===== src/rtl/csr_trap_ctrl_if.sv =====
// rtl/csr_trap_ctrl_if.sv - trap request, CSR write port and fetch redirect bundle
interface csr_trap_ctrl_if #(
  parameter int DATA_W = 32,
  parameter int ADDR_W = 12
);
  logic              ecall_valid;
  logic [DATA_W-1:0] ecall_pc;
  logic              mret_valid;
  logic [DATA_W-1:0] csr_mtvec;
  logic [DATA_W-1:0] csr_mepc;
  logic [DATA_W-1:0] csr_mstatus;
  logic              csr_we;
  logic [ADDR_W-1:0] csr_addr_w;
  logic [DATA_W-1:0] csr_wdata;
  logic              stall;
  logic              busy;
  logic              flush;
  logic              redirect_valid;
  logic [DATA_W-1:0] redirect_pc;

  modport master (
    output ecall_valid, ecall_pc, mret_valid, csr_mtvec, csr_mepc, csr_mstatus,
    input  csr_we, csr_addr_w, csr_wdata, stall, busy, flush, redirect_valid, redirect_pc
  );

  modport slave (
    input  ecall_valid, ecall_pc, mret_valid, csr_mtvec, csr_mepc, csr_mstatus,
    output csr_we, csr_addr_w, csr_wdata, stall, busy, flush, redirect_valid, redirect_pc
  );
endinterface


===== src/rtl/csr_trap_ctrl.sv =====
// rtl/csr_trap_ctrl.sv - ecall/mret trap sequencer driving the CSR write port and fetch redirect
module csr_trap_ctrl #(
  parameter int                DATA_W       = 32,
  parameter int                ADDR_W       = 12,
  parameter logic [DATA_W-1:0] ECALL_CAUSE  = 32'd11,
  parameter logic [ADDR_W-1:0] MSTATUS_ADDR = 12'h300,
  parameter logic [ADDR_W-1:0] MEPC_ADDR    = 12'h341,
  parameter logic [ADDR_W-1:0] MCAUSE_ADDR  = 12'h342
) (
  input  logic              i_clk,
  input  logic              i_rst_n,
  csr_trap_ctrl_if.slave    bus
);

  localparam logic [2:0] IDLE    = 3'd0;
  localparam logic [2:0] E_EPC   = 3'd1;
  localparam logic [2:0] E_CAUSE = 3'd2;
  localparam logic [2:0] E_STAT  = 3'd3;
  localparam logic [2:0] E_REDIR = 3'd4;
  localparam logic [2:0] M_STAT  = 3'd5;
  localparam logic [2:0] M_REDIR = 3'd6;

  logic [2:0]        r_state;
  logic              r_csr_we;
  logic [ADDR_W-1:0] r_csr_addr;
  logic [DATA_W-1:0] r_csr_wdata;
  logic              r_busy;
  logic              r_redirect;
  logic [DATA_W-1:0] r_redirect_pc;

  logic [2:0]        w_next;
  logic              w_we;
  logic [ADDR_W-1:0] w_addr;
  logic [DATA_W-1:0] w_wdata;
  logic              w_redirect;
  logic [DATA_W-1:0] w_redirect_pc;
  logic [DATA_W-1:0] w_mstatus_trap;
  logic [DATA_W-1:0] w_mstatus_ret;

  always_comb begin
    w_next = r_state;
    case (r_state)
      IDLE: begin
        if (bus.ecall_valid)     w_next = E_EPC;
        else if (bus.mret_valid) w_next = M_STAT;
      end
      E_EPC:   w_next = E_CAUSE;
      E_CAUSE: w_next = E_STAT;
      E_STAT:  w_next = E_REDIR;
      M_STAT:  w_next = M_REDIR;
      default: w_next = IDLE;
    endcase
  end

  always_comb begin
    w_mstatus_trap        = bus.csr_mstatus;
    w_mstatus_trap[7]     = bus.csr_mstatus[3];
    w_mstatus_trap[3]     = 1'b0;
    w_mstatus_trap[12:11] = 2'b11;
    w_mstatus_ret         = bus.csr_mstatus;
    w_mstatus_ret[3]      = bus.csr_mstatus[7];
    w_mstatus_ret[7]      = 1'b1;
    w_mstatus_ret[12:11]  = 2'b11;
  end

  // Outputs are registered from the next state, so each state's values appear
  // in the cycle the state is held and no input reaches an output combinationally.
  always_comb begin
    w_we          = 1'b0;
    w_addr        = '0;
    w_wdata       = '0;
    w_redirect    = 1'b0;
    w_redirect_pc = '0;
    case (w_next)
      E_EPC: begin
        w_we    = 1'b1;
        w_addr  = MEPC_ADDR;
        w_wdata = bus.ecall_pc;
      end
      E_CAUSE: begin
        w_we    = 1'b1;
        w_addr  = MCAUSE_ADDR;
        w_wdata = ECALL_CAUSE;
      end
      E_STAT: begin
        w_we    = 1'b1;
        w_addr  = MSTATUS_ADDR;
        w_wdata = w_mstatus_trap;
      end
      E_REDIR: begin
        w_redirect    = 1'b1;
        w_redirect_pc = bus.csr_mtvec & ({DATA_W{1'b1}} << 2);
      end
      M_STAT: begin
        w_we    = 1'b1;
        w_addr  = MSTATUS_ADDR;
        w_wdata = w_mstatus_ret;
      end
      M_REDIR: begin
        w_redirect    = 1'b1;
        w_redirect_pc = bus.csr_mepc;
      end
      default: ;
    endcase
  end

  always_ff @(posedge i_clk or negedge i_rst_n) begin
    if (!i_rst_n) begin
      r_state       <= IDLE;
      r_csr_we      <= 1'b0;
      r_csr_addr    <= '0;
      r_csr_wdata   <= '0;
      r_busy        <= 1'b0;
      r_redirect    <= 1'b0;
      r_redirect_pc <= '0;
    end else begin
      r_state       <= w_next;
      r_csr_we      <= w_we;
      r_csr_addr    <= w_addr;
      r_csr_wdata   <= w_wdata;
      r_busy        <= (w_next != IDLE);
      r_redirect    <= w_redirect;
      r_redirect_pc <= w_redirect_pc;
    end
  end

  assign bus.csr_we         = r_csr_we;
  assign bus.csr_addr_w     = r_csr_addr;
  assign bus.csr_wdata      = r_csr_wdata;
  assign bus.busy           = r_busy;
  assign bus.stall          = r_busy;
  assign bus.flush          = r_redirect;
  assign bus.redirect_valid = r_redirect;
  assign bus.redirect_pc    = r_redirect_pc;

endmodule


===== src/flat_wrapper.sv =====
// flat-port wrapper written by rule: the top's interface ports become plain ports
module csr_trap_ctrl_flat 
#(
  parameter int                DATA_W       = 32,
  parameter int                ADDR_W       = 12,
  parameter logic [DATA_W-1:0] ECALL_CAUSE  = 32'd11,
  parameter logic [ADDR_W-1:0] MSTATUS_ADDR = 12'h300,
  parameter logic [ADDR_W-1:0] MEPC_ADDR    = 12'h341,
  parameter logic [ADDR_W-1:0] MCAUSE_ADDR  = 12'h342
)
  (i_clk, i_rst_n, bus_ecall_valid, bus_ecall_pc, bus_mret_valid, bus_csr_mtvec, bus_csr_mepc, bus_csr_mstatus, bus_csr_we, bus_csr_addr_w, bus_csr_wdata, bus_stall, bus_busy, bus_flush, bus_redirect_valid, bus_redirect_pc);
  csr_trap_ctrl_if #(.DATA_W(DATA_W), .ADDR_W(ADDR_W)) bus_i ();
  input  logic i_clk;
  input  logic i_rst_n;
  input wire logic [$bits(bus_i.ecall_valid)-1:0] bus_ecall_valid;
  input wire logic [$bits(bus_i.ecall_pc)-1:0] bus_ecall_pc;
  input wire logic [$bits(bus_i.mret_valid)-1:0] bus_mret_valid;
  input wire logic [$bits(bus_i.csr_mtvec)-1:0] bus_csr_mtvec;
  input wire logic [$bits(bus_i.csr_mepc)-1:0] bus_csr_mepc;
  input wire logic [$bits(bus_i.csr_mstatus)-1:0] bus_csr_mstatus;
  output wire logic [$bits(bus_i.csr_we)-1:0] bus_csr_we;
  output wire logic [$bits(bus_i.csr_addr_w)-1:0] bus_csr_addr_w;
  output wire logic [$bits(bus_i.csr_wdata)-1:0] bus_csr_wdata;
  output wire logic [$bits(bus_i.stall)-1:0] bus_stall;
  output wire logic [$bits(bus_i.busy)-1:0] bus_busy;
  output wire logic [$bits(bus_i.flush)-1:0] bus_flush;
  output wire logic [$bits(bus_i.redirect_valid)-1:0] bus_redirect_valid;
  output wire logic [$bits(bus_i.redirect_pc)-1:0] bus_redirect_pc;
  assign bus_i.ecall_valid = bus_ecall_valid;
  assign bus_i.ecall_pc = bus_ecall_pc;
  assign bus_i.mret_valid = bus_mret_valid;
  assign bus_i.csr_mtvec = bus_csr_mtvec;
  assign bus_i.csr_mepc = bus_csr_mepc;
  assign bus_i.csr_mstatus = bus_csr_mstatus;
  assign bus_csr_we = bus_i.csr_we;
  assign bus_csr_addr_w = bus_i.csr_addr_w;
  assign bus_csr_wdata = bus_i.csr_wdata;
  assign bus_stall = bus_i.stall;
  assign bus_busy = bus_i.busy;
  assign bus_flush = bus_i.flush;
  assign bus_redirect_valid = bus_i.redirect_valid;
  assign bus_redirect_pc = bus_i.redirect_pc;
  csr_trap_ctrl #(.DATA_W(DATA_W), .ADDR_W(ADDR_W), .ECALL_CAUSE(ECALL_CAUSE), .MSTATUS_ADDR(MSTATUS_ADDR), .MEPC_ADDR(MEPC_ADDR), .MCAUSE_ADDR(MCAUSE_ADDR)) u_core (.i_clk(i_clk), .i_rst_n(i_rst_n), .bus(bus_i));
endmodule

===== config.mk =====
export PLATFORM = sky130hd
export DESIGN_NAME = csr_trap_ctrl_flat
export DESIGN_NICKNAME = d
export VERILOG_FILES = /design/src/rtl/csr_trap_ctrl_if.sv /design/src/rtl/csr_trap_ctrl.sv /design/src/flat_wrapper.sv
export SDC_FILE = /design/constraint.sdc
export NUM_CORES = 1
export LEC_CHECK = 0
export ABC_AREA = 1
export CORE_ASPECT_RATIO = 0.8
export CORE_UTILIZATION = 25
export CTS_CLUSTER_SIZE = 30
export DETAILED_ROUTE_END_ITERATION = 16
export SYNTH_ARGS = -nofsm -noshare
export SYNTH_HDL_FRONTEND = slang
export SYNTH_SLANG_ARGS = --single-unit

===== constraint.sdc =====
create_clock -name i_clk -period 1.5 [get_ports i_clk]
set_input_delay 0.15 -clock i_clk [delete_from_list [all_inputs] [get_ports i_clk]]
set_output_delay 0.15 -clock i_clk [all_outputs]
set_load 0.005 [all_outputs]

==> impl_results.md <==
* CP startpoint kind: flop
* DR WL/cell at about 14 um
* Bufs on Longest Clock Path at 2
* Rows at 35
* Crit-path max FO at 13
* Max H-tree Level at 3
* Sink Count at 74
* Unique masters post-synth at 17
* Max Clock Skew at between 0.006 and 0.007 ns
* Fmax at between 700 and 800 MHz
* Leak at roughly 0.0027 uW
* Worst-path clk slew at approximately 0.050 ns
* Starting DRT DRC Count at 82
* PwrDens at approximately 1800 mW/mm^2
* Post-DP HPWL at roughly 6.6 mm
* Die Area at ~0.012 sq mm
* Synth Register Bits at between 70 and 80
* Fin crit share at 95.0%
* Total grt overflow at 0
* Worst-Skew Late Latency at roughly 0.33 ns
* Met3 GRT Util at ~6.7%
* Yosys warning count at 0
* Most common cell after layout, fill and taps aside: clkdlybuf4s50_1
* GR Util met2 at approximately 27%
* N_diodes at 0
* Gp weighted congestion at 0.724
* Crit path cell chain: nor2_4 -> buf_6 -> nand3_4 -> nand2_4 -> buf_8 -> clkbuf_16 -> nand3_1 -> nand2_1
* Largest net degree at the start of global routing at 75
* Final hold violations at 0
* Mapped Avg Cell Area at ~9.1 sq um
* WP data required at 1.76 ns
* Port Buffer Count at about 200
* CTS tree: built
* Final Max Tran Viols at 0
* GRT busiest layer: met2
* Register area share after synthesis at a little over three fifths
* Most frequent cells in the layout: 200 x clkdlybuf4s50_1, 157 x nand2_1, 74 x dfrtp_1
* Max Cap Viol at 0
* CP peak stage delay at between 0.4 and 0.5 ns
* CTS Root Cell: clkbuf_16
* P&R area growth vs syn at 92.1%
* Final setup fails at 0
* Antenna violations before repair at 0
* Via count at roughly 2900
* Die height at between 90 and 100 um
* Die width at about 120 um
* CP max stage cell: dfrtp_1
* Outcome: complete, no violations
* Core Box Area at 0.0115 sq mm
* Tot GR Track Use at approximately 15%
* Layout cells sized above 1 at about a tenth
* Vias per cell at around 4.2
* Nets at slightly below 700
* Setup ws final at 0.0755 ns
* Syn Inst Count at around 330
* First-pass GRT wire length at ~14 mm
* Total CTS buffers at 9
* Wirelength, routed at around 9.5 mm
* Global routing usage on met1 at 16.0%
* # fillers at 1110
* Worst VDD drop at approximately 1.1 mV
* I/O pin total at 213
* Cell Area, Placed at 0.00519 sq mm
* Post-route cell area at 0.00565 sq mm
* Worst path arrival time at between 1.5 and 2 ns
* Post-DRT Antenna Nets at 0
* Setup WS pre-CTS at -0.327 ns
* Initial Utilization at between 20% and 30%
* Vias in the first global route at slightly below 3000
* CP endpoint kind: flop
* Drt pass-1 iters at 4
* WS Path Type: reg -> reg
* Minimum clock period at 1.42 ns
* Drt drc at 0
* Mapped Area at roughly 0.0029 sq mm
* Hold Path Class: in -> reg
## cells in the mapped netlist
cell type    n  share of area (%)
clkbuf_1     3               0.38
nand2_2      3               0.64
conb_1       1               0.13
nand2_1    158                 20
nor2_1       5               0.64
nand3_1     37                6.3
nor2_2       1               0.21
dfrtp_1     74                 63
nand4_1      2               0.42
inv_1       12                1.5
nor2_4       2               0.76
a21oi_1      1               0.17
nand3_2      1               0.34
inv_2        2               0.26
buf_4       15                3.8
buf_2        7                1.2
o21ai_0      1               0.17
## path summary, 6_finish.rpt
check | start | end | slack (ns) | depth (start not counted)
max | u_core.r_state[0] | u_core.bus.redirect_pc[7] | 0.08 | 8
min | bus_csr_mepc[1] | u_core.bus.redirect_pc[1] | 0.34 | 3
max reg2reg | u_core.r_state[0] | u_core.bus.redirect_pc[7] | 0.08 | 8
min reg2reg | u_core.r_state[1] | u_core.bus.csr_wdata[7] | 0.69 | 3
max in group asynchronous | i_rst_n | u_core.bus.redirect_pc[10] | 0.78 | 3
min in group asynchronous | i_rst_n | u_core.bus.redirect_pc[17] | 0.37 | 3
## routing by layer
layer  part of all wire [%]  wire length [um]
met2                     49              4650
met5                      0                 0
met3                     10               971
met1                     40              3820
met4                   0.95                91
## metrics by stage
stage	util, %	std cells	power, uW	hold WS, ns	TNS (ns)
CTS	48.0	689	10000	0.327	-0.00194
floorplan	-	331	4910	-0.146	0
detailed placement	45.2	671	7850	0.203	-10.03
global route	49.3	694	11200	0.347	-0.0107
global placement	45.2	671	7750	0.200	-8.12
finish	49.3	694	10400	0.338	0
## cell families (layout without fill, tap and decap cells)
kind of cell	after synthesis	in the layout	synth area share (%)
AND/OR/NAND/NOR	209	210	29.5
flip-flops	74	74	62.9
AO/OA/AOI/OAI	2	2	0.340
buffers and inverters	39	253	7.18
other	1	7	0.127
## where the power goes
part / switching, uW / leakage, uW / total, uW / internal (uW)
combinational: 2300 / 0.00161 / 5340 / 3040
clock: 763 / 0.000138 / 1950 / 1190
sequential: 270 / 0.000978 / 3130 / 2860
total: 3330 / 0.00272 / 10400 / 7090
## worst max-delay path: cells and delay by family, from the launching register on
| kind | cells | cell delay [ns] |
|---|---|---|
| DFF | 1 | 0.42 |
| and+or+nand+nor | 5 | 0.50 |
| buffers and inverters | 3 | 0.44 |
## state kept, by name (all words and copies together) (netlist names)
signal / cells
u_core.bus.csr_wdata: 32
u_core.bus.csr_addr_w: 4
u_core.bus.redirect_pc: 32
u_core.bus.csr_we: 1
u_core.bus.flush: 1
u_core.bus.busy: 1
u_core.r_state: 3
## repair_timing
| action | CTS | global route |
|---|---|---|
| cloned | 1 | 3 |
| hold endpoints to repair | 74 | 0 |
| hold buffers | 1 | 0 |
| buffers inserted | 1 | 2 |
| setup endpoints to repair | 33 | 52 |
| pin swaps | 1 | 2 |
| resized for setup | 3 | 7 |
## final cells by class
type | instances | area [sq um] | share of cell area (%)
Clock buffer | 12 | 256 | 4.54
Clock inverter | 3 | 15.0 | 0.266
Inverter | 14 | 52.6 | 0.929
Multi-Input combinational cell | 219 | 941 | 16.6
Sequential cell | 74 | 1850 | 32.8
Tap cell | 148 | 185 | 3.28
Timing Repair Buffer | 224 | 2350 | 41.6
Note: power is estimated with default switching activity, not from simulation.
